--- src/rtl/thumb_pkg.sv ---
// Shared Thumb definitions: halfword type, 32-bit encoding prefixes and the
// width classifier used by both the fetch aligner and the decoder.
package thumb_pkg;

   typedef logic [15:0] halfword_t;

   localparam logic [4:0] THUMB32_PREFIX_0 = 5'b11101;
   localparam logic [4:0] THUMB32_PREFIX_1 = 5'b11110;
   localparam logic [4:0] THUMB32_PREFIX_2 = 5'b11111;

   localparam halfword_t HW_ZERO = 16'h0000;

   // Only the top five bits matter; the mask keeps the whole halfword in use.
   function automatic logic is_thumb32(input halfword_t hw);
      halfword_t masked;
      masked = hw & 16'hF800;
      return (masked == {THUMB32_PREFIX_0, 11'h000}) ||
             (masked == {THUMB32_PREFIX_1, 11'h000}) ||
             (masked == {THUMB32_PREFIX_2, 11'h000});
   endfunction

endpackage

--- src/rtl/thumb_hw_fifo.sv ---
// Halfword circular buffer: up to two pushes and two pops per cycle, with the
// head entry and the one behind it visible combinationally.
module thumb_hw_fifo
   import thumb_pkg::*;
#(
   parameter int DEPTH = 8
) (
   input  logic                   clk,
   input  logic                   rst,
   input  logic                   clr,
   input  logic [1:0]             push_cnt,
   input  halfword_t              push_hw0,
   input  halfword_t              push_hw1,
   input  logic [1:0]             pop_cnt,
   output logic [$clog2(DEPTH):0] count,
   output halfword_t              hw0,
   output halfword_t              hw1
);

   localparam int PTR_W = $clog2(DEPTH);
   localparam int CNT_W = PTR_W + 1;

   logic [PTR_W-1:0]       wr_ptr_reg;
   logic [PTR_W-1:0]       wr_ptr_next;
   logic [PTR_W-1:0]       rd_ptr_reg;
   logic [PTR_W-1:0]       rd_ptr_next;
   logic [CNT_W-1:0]       count_reg;
   logic [CNT_W-1:0]       count_next;
   logic [PTR_W-1:0]       wr_ptr_p1;
   logic [PTR_W-1:0]       rd_ptr_p1;
   logic [DEPTH-1:0][15:0] entries;

   assign wr_ptr_p1 = wr_ptr_reg + PTR_W'(1);
   assign rd_ptr_p1 = rd_ptr_reg + PTR_W'(1);

   // Each entry owns its write enable; a two-halfword push lands in wr_ptr and wr_ptr+1.
   genvar gi;
   generate
      for (gi = 0; gi < DEPTH; gi++) begin : g_entry
         halfword_t entry_reg;
         logic      wr_lo;
         logic      wr_hi;

         assign wr_lo = (push_cnt != 2'd0) && (wr_ptr_reg == PTR_W'(gi));
         assign wr_hi = (push_cnt == 2'd2) && (wr_ptr_p1 == PTR_W'(gi));

         always_ff @(posedge clk) begin
            if (!clr) begin
               if (wr_lo) begin
                  entry_reg <= push_hw0;
               end else if (wr_hi) begin
                  entry_reg <= push_hw1;
               end
            end
         end

         assign entries[gi] = entry_reg;
      end
   endgenerate

   always_comb begin
      wr_ptr_next = wr_ptr_reg + PTR_W'(push_cnt);
      rd_ptr_next = rd_ptr_reg + PTR_W'(pop_cnt);
      count_next  = count_reg + CNT_W'(push_cnt) - CNT_W'(pop_cnt);
      if (clr) begin
         wr_ptr_next = '0;
         rd_ptr_next = '0;
         count_next  = '0;
      end
   end

   always_ff @(posedge clk) begin
      if (rst) begin
         wr_ptr_reg <= '0;
         rd_ptr_reg <= '0;
         count_reg  <= '0;
      end else begin
         wr_ptr_reg <= wr_ptr_next;
         rd_ptr_reg <= rd_ptr_next;
         count_reg  <= count_next;
      end
   end

   assign count = count_reg;
   assign hw0   = entries[rd_ptr_reg];
   assign hw1   = entries[rd_ptr_p1];

endmodule

--- src/rtl/thumb_fetch_aligner.sv ---
// Thumb fetch front end: pulls 32-bit words, buffers halfwords and presents
// one 16- or 32-bit instruction per handshake, with flush and halfword restart.
module thumb_fetch_aligner
   import thumb_pkg::*;
#(
   parameter int          BUF_DEPTH = 8,
   parameter logic [31:0] RESET_PC  = 32'h0000_0000
) (
   input  logic        clk,
   input  logic        rst,
   input  logic        flush,
   input  logic [31:0] flush_pc,
   output logic        fetch_req,
   output logic [31:0] fetch_addr,
   input  logic        fetch_ack,
   input  logic [31:0] fetch_rdata,
   output logic        inst_valid,
   input  logic        inst_ready,
   output logic [31:0] inst,
   output logic [31:0] inst_pc,
   output logic        inst_is32
);

   localparam int CNT_W = $clog2(BUF_DEPTH) + 1;

   // At most BUF_DEPTH-2 entries before a request, so a full-word push always fits.
   localparam logic [CNT_W-1:0] REQ_LIMIT = CNT_W'(BUF_DEPTH - 2);
   localparam logic [CNT_W-1:0] CNT_ONE   = CNT_W'(1);
   localparam logic [CNT_W-1:0] CNT_TWO   = CNT_W'(2);

   localparam logic [0:0] ST_RESET = 1'b0;
   localparam logic [0:0] ST_RUN   = 1'b1;

   localparam logic [31:0] RESET_FETCH_ADDR = {RESET_PC[31:2], 2'b00};
   localparam logic [31:0] RESET_INST_PC    = {RESET_PC[31:1], 1'b0};

   logic [0:0]       state_reg;
   logic [0:0]       state_next;
   logic [31:0]      fetch_addr_reg;
   logic [31:0]      fetch_addr_next;
   logic             skip_low_reg;
   logic             skip_low_next;
   logic [31:0]      inst_pc_reg;
   logic [31:0]      inst_pc_next;

   logic [CNT_W-1:0] buf_count;
   halfword_t        head_hw0;
   halfword_t        head_hw1;
   logic             head_is32;
   logic             head_valid;
   logic             pop_fire;
   logic [1:0]       pop_cnt;
   logic             req_int;
   logic             ack_fire;
   logic [1:0]       push_cnt;
   halfword_t        push_hw0;
   halfword_t        push_hw1;
   logic             unused_pc_bit;

   assign unused_pc_bit = flush_pc[0];

   thumb_hw_fifo #(
      .DEPTH (BUF_DEPTH)
   ) u_hw_fifo (
      .clk      (clk),
      .rst      (rst),
      .clr      (flush),
      .push_cnt (push_cnt),
      .push_hw0 (push_hw0),
      .push_hw1 (push_hw1),
      .pop_cnt  (pop_cnt),
      .count    (buf_count),
      .hw0      (head_hw0),
      .hw1      (head_hw1)
   );

   // A 32-bit head with only one halfword buffered waits for the next word.
   assign head_is32  = (buf_count != '0) && is_thumb32(head_hw0);
   assign head_valid = !flush &&
                       (((buf_count >= CNT_ONE) && !head_is32) || (buf_count >= CNT_TWO));
   assign pop_fire   = head_valid && inst_ready;
   assign pop_cnt    = pop_fire ? (head_is32 ? 2'd2 : 2'd1) : 2'd0;

   assign req_int  = (state_reg == ST_RUN) && (buf_count <= REQ_LIMIT) && !flush;
   assign ack_fire = req_int && fetch_ack;

   // After a restart to an odd halfword, the low half of the first word is dropped.
   assign push_cnt = ack_fire ? (skip_low_reg ? 2'd1 : 2'd2) : 2'd0;
   assign push_hw0 = skip_low_reg ? fetch_rdata[31:16] : fetch_rdata[15:0];
   assign push_hw1 = fetch_rdata[31:16];

   always_comb begin
      state_next      = ST_RUN;
      fetch_addr_next = fetch_addr_reg;
      skip_low_next   = skip_low_reg;
      inst_pc_next    = inst_pc_reg;
      if (flush) begin
         fetch_addr_next = {flush_pc[31:2], 2'b00};
         skip_low_next   = flush_pc[1];
         inst_pc_next    = {flush_pc[31:1], 1'b0};
      end else begin
         if (ack_fire) begin
            fetch_addr_next = fetch_addr_reg + 32'd4;
            skip_low_next   = 1'b0;
         end
         if (pop_fire) begin
            inst_pc_next = inst_pc_reg + (head_is32 ? 32'd4 : 32'd2);
         end
      end
   end

   always_ff @(posedge clk) begin
      if (rst) begin
         state_reg      <= ST_RESET;
         fetch_addr_reg <= RESET_FETCH_ADDR;
         skip_low_reg   <= RESET_PC[1];
         inst_pc_reg    <= RESET_INST_PC;
      end else begin
         state_reg      <= state_next;
         fetch_addr_reg <= fetch_addr_next;
         skip_low_reg   <= skip_low_next;
         inst_pc_reg    <= inst_pc_next;
      end
   end

   assign fetch_req  = req_int;
   assign fetch_addr = fetch_addr_reg;
   assign inst_valid = head_valid;
   assign inst       = head_valid ? {head_hw0, (head_is32 ? head_hw1 : HW_ZERO)} : 32'h0;
   assign inst_pc    = inst_pc_reg;
   assign inst_is32  = head_is32;

endmodule

--- config.mk ---
export PLATFORM = sky130hd
export DESIGN_NAME = thumb_fetch_aligner
export DESIGN_NICKNAME = d
export VERILOG_FILES = /design/src/rtl/thumb_pkg.sv /design/src/rtl/thumb_hw_fifo.sv /design/src/rtl/thumb_fetch_aligner.sv
export SDC_FILE = /design/constraint.sdc
export NUM_CORES = 1
export LEC_CHECK = 0
export BUFFER_PORTS_ARGS = -buffer_cell sky130_fd_sc_hd__buf_2
export CAP_MARGIN = 20
export CORE_MARGIN = 4
export CORE_UTILIZATION = 57
export DETAILED_ROUTE_END_ITERATION = 12
export PLACE_DENSITY = 0.79
export SLEW_MARGIN = 20
export SYNTH_ARGS = -nofsm -noshare
export SYNTH_HDL_FRONTEND = slang
export SYNTH_SLANG_ARGS = --single-unit
--- constraint.sdc ---
create_clock -name clk -period 4.8 [get_ports clk]
set_input_delay 0.96 -clock clk [delete_from_list [all_inputs] [get_ports clk]]
set_output_delay 0.96 -clock clk [all_outputs]
set_load 0.05 [all_outputs]
==> flow_metrics.py <==
metrics = {
    "layout": {
        "largest_reg_flops": 128,
        "synthToLayoutAreaGrowth_pct": 14.9,
        "ff_latch_area_um2": 5310,
        "layout-drive-gt1-share": 0.242,
        "multi_input_area_um2": 6170,
        "fillers": 1503,
        "fin_nets": 1433,
    },
    "run_status": {
        "status": "finished, final reports clean",
    },
    "synth": {
        "ys_ff_latch": 201,
        "yosys-top-cells-area": "edfxtp_1, dfxtp_1, mux4_2",
        "yosysUniqueCellTypes": 72,
        "synth_commonest_cells": "nand2_1, a21oi_1, edfxtp_1",
        "synthFlopType": "edfxtp_1",
        "seq_area_frac_synth": 0.442,
        "syn_area_um2": 12000,
        "yosys.cell_count.top_type": "nand2_1",
        "synthCells": 1230,
        "async_flop_share": 0,
        "synth-edff-count": 128,
        "syn_area_per_cell_um2": 9.75,
        "yosysWarnings": 0,
        "synth_area_leader_cell": "edfxtp_1",
        "synth_top_area_share": 0.321,
    },
    "setup_path": {
        "worst-path-stages": 7,
        "worstPathArrival_ps": 3670,
        "critPathSlowestCell": "dfxtp_1",
        "cp_max_fo": 17,
        "endpoint_kind": "primary output",
        "cp_num_buf_inv": 1,
        "path_cells": "mux4_2 -> mux2i_1 -> a2111o_1 -> or3_1 -> nand3b_4 -> a21oi_1 -> buf_2",
        "r2r_cells": 12,
        "cp.required_ps": 3840,
        "path_delay_family": "simple AND/OR/NAND/NOR gates",
        "max_stage_delay_ps": 620,
        "startpoint_type": "flop",
        "worstSetupPathType": "flop to primary output",
    },
    "timing": {
        "layout_setup_ws_ps": 174,
        "fin_tns_setup_ps": 0,
        "period_share": 0.964,
        "worst_pin_slew_ps": 1150,
        "setup_viol": 0,
        "fmax_ghz": 0.216,
        "hold_violations": 0,
        "post-route-min-period_ps": 4630,
        "fin_skew_ps": 16.5,
        "slew_violations": 0,
        "slew-limit-headroom": 0.226,
        "rsz0062_at_grt": "no",
    },
    "route": {
        "wl_per_cell_um": 22.0,
        "vias_per_cell": 6.49,
        "wl_um": 35800,
        "via_count": 10593,
        "drtAntennaViolNets": 0,
        "drc_errors": 0,
        "drtIter0Drc": 1489,
        "dr.pass1.iters": 5,
    },
    "clock_tree": {
        "clkTransAtPathRegs_ps": 60,
        "clk_path_buf_depth": 3,
        "root_buffer": "clkbuf_16",
        "cts_buffers": 23,
        "clock_latency_ps": 510,
        "cts_tree": "done",
        "cts_htree_levels": 1,
        "cts_sinks": 201,
    },
    "power_and_ir_drop": {
        "cellPowerDensity_nw_per_um2": 329,
        "power_frac_seq": 0.431,
        "p_int_mw": 3.23,
        "p_comb_frac": 0.174,
        "swShare": 0.289,
        "pwr-share-clk": 0.395,
        "power.ir.vdd_worst_mv": 0.283,
        "leakage_nw": 5.09,
        "p_total_mw": 4.54,
        "power.switching_mw": 1.31,
    },
    "global_routing": {
        "grt_usage": 0.293,
        "grt_pass1_wl_um": 55200,
        "antenna_found_initial": 1,
        "grt_overflow": 0,
        "grt_pass1_vias": 9975,
        "grt_start_max_net_pins": 71,
    },
    "die": {
        "rows": 52,
        "fp.coreArea_um2": 20400,
        "die_h_um": 153,
        "die_width_um": 153,
        "io_pins": 168,
        "start_util": 0.587,
        "dieArea_um2": 23400,
    },
    "min_path": {
        "min_path_type": "flop to flop",
        "whs_path_depth": 2,
    },
    "placement": {
        "pre_cts_ws_ps": 467,
        "place_congestion": 0.883,
        "dp_hpwl_um": 23100,
        "numPortBuffers": 163,
    },
    "job": {
        "maxCapViolations": 0,
    },
}
-- placed cells by master (no fill, tap or decap), types with 28 or more instances in the layout --
master	count
buf_4	30
edfxtp_1	128
nand2_1	165
mux2i_1	37
o21ai_0	85
dfxtp_1	72
mux4_2	60
a21oi_1	133
buf_2	162
nor2_1	127
inv_1	28
-- metal layers --
| metal | GRT usage | vias up | share of wire |
|---|---|---|---|
| met5 | 0 | - | 0 |
| met4 | 0.0946 | 0 | 0.031 |
| met3 | 0.0608 | 102 | 0.12 |
| met2 | 0.477 | 720 | 0.48 |
| met1 | 0.398 | 5006 | 0.37 |
| li1 | - | 4765 | - |
-- cells by family (layout without fill, tap and decap cells) --
| logic type | count (synthesis) | count (layout) | synth area share |
|---|---|---|---|
| buffers and inverters | 138 | 266 | 0.0473 |
| other | 1 | 4 | 0.000313 |
| adders and majority gates | 20 | 20 | 0.0240 |
| xor gates and xnor gates | 21 | 21 | 0.0153 |
| muxes | 106 | 106 | 0.155 |
| AOI/OAI and AO/OA | 319 | 319 | 0.157 |
| and+or+nand+nor | 424 | 424 | 0.159 |
| DFF | 201 | 201 | 0.442 |
-- final cells by class --
class	instances	share of cell area
repair buffers	196	0.0786
clock buffers	25	0.0423
diodes	1	0.000182
well taps	270	0.0245
inverters	29	0.00790
clock inverters	16	0.0135
multi-input cells	893	0.448
flip-flops and latches	201	0.385
-- per-stage QoR --
stage | cells | cell area (um^2) | hold slack [ps] | util
after floorplan | 1232 | 12000 | 556 | -
after global placement | 1587 | 13000 | 489 | 0.636
after detailed placement | 1587 | 13000 | 500 | 0.636
after CTS | 1628 | 13800 | 509 | 0.673
after global routing | 1631 | 13800 | 536 | 0.674
final | 1631 | 13800 | 511 | 0.674
-- power groups by stage --
stage | Combinational, mW | Sequential (mW) | Clock, mW
global route | 0.847 | 1.96 | 1.88
finish | 0.788 | 1.96 | 1.79
global placement | 0.757 | 1.99 | 0
floorplan | 0.458 | 2.09 | 0
detailed placement | 0.772 | 1.99 | 0
CTS | 0.778 | 1.95 | 1.80
-- worst min-delay path, cell delays in order (launching register included) --
cell and delay (ps):
dfxtp_1 340, nand2_1 60, a21oi_1 60
-- timing repair --
item / in CTS / in global routing
resized for setup: 0 / 2
endpoints found under the hold margin: 0 / 0
hold buffers: 0 / 0
setup buffers: 0 / 1
endpoints found under the setup margin: 0 / 6
-- worst paths after layout --
path	startpoint	endpoint	slack, ps
worst max-delay path	u_hw_fifo.rd_ptr_reg[1]$_SDFF_PP0_	inst[3]	170
worst min-delay path	inst_pc[9]$_SDFFE_PP0P_	inst_pc[9]$_SDFFE_PP0P_	510
worst max register to register	u_hw_fifo.rd_ptr_reg[1]$_SDFF_PP0_	inst_pc[30]$_SDFFE_PP0P_	340
worst min register to register	inst_pc[9]$_SDFFE_PP0P_	inst_pc[9]$_SDFFE_PP0P_	510
Power figures use the tool's default switching activity.
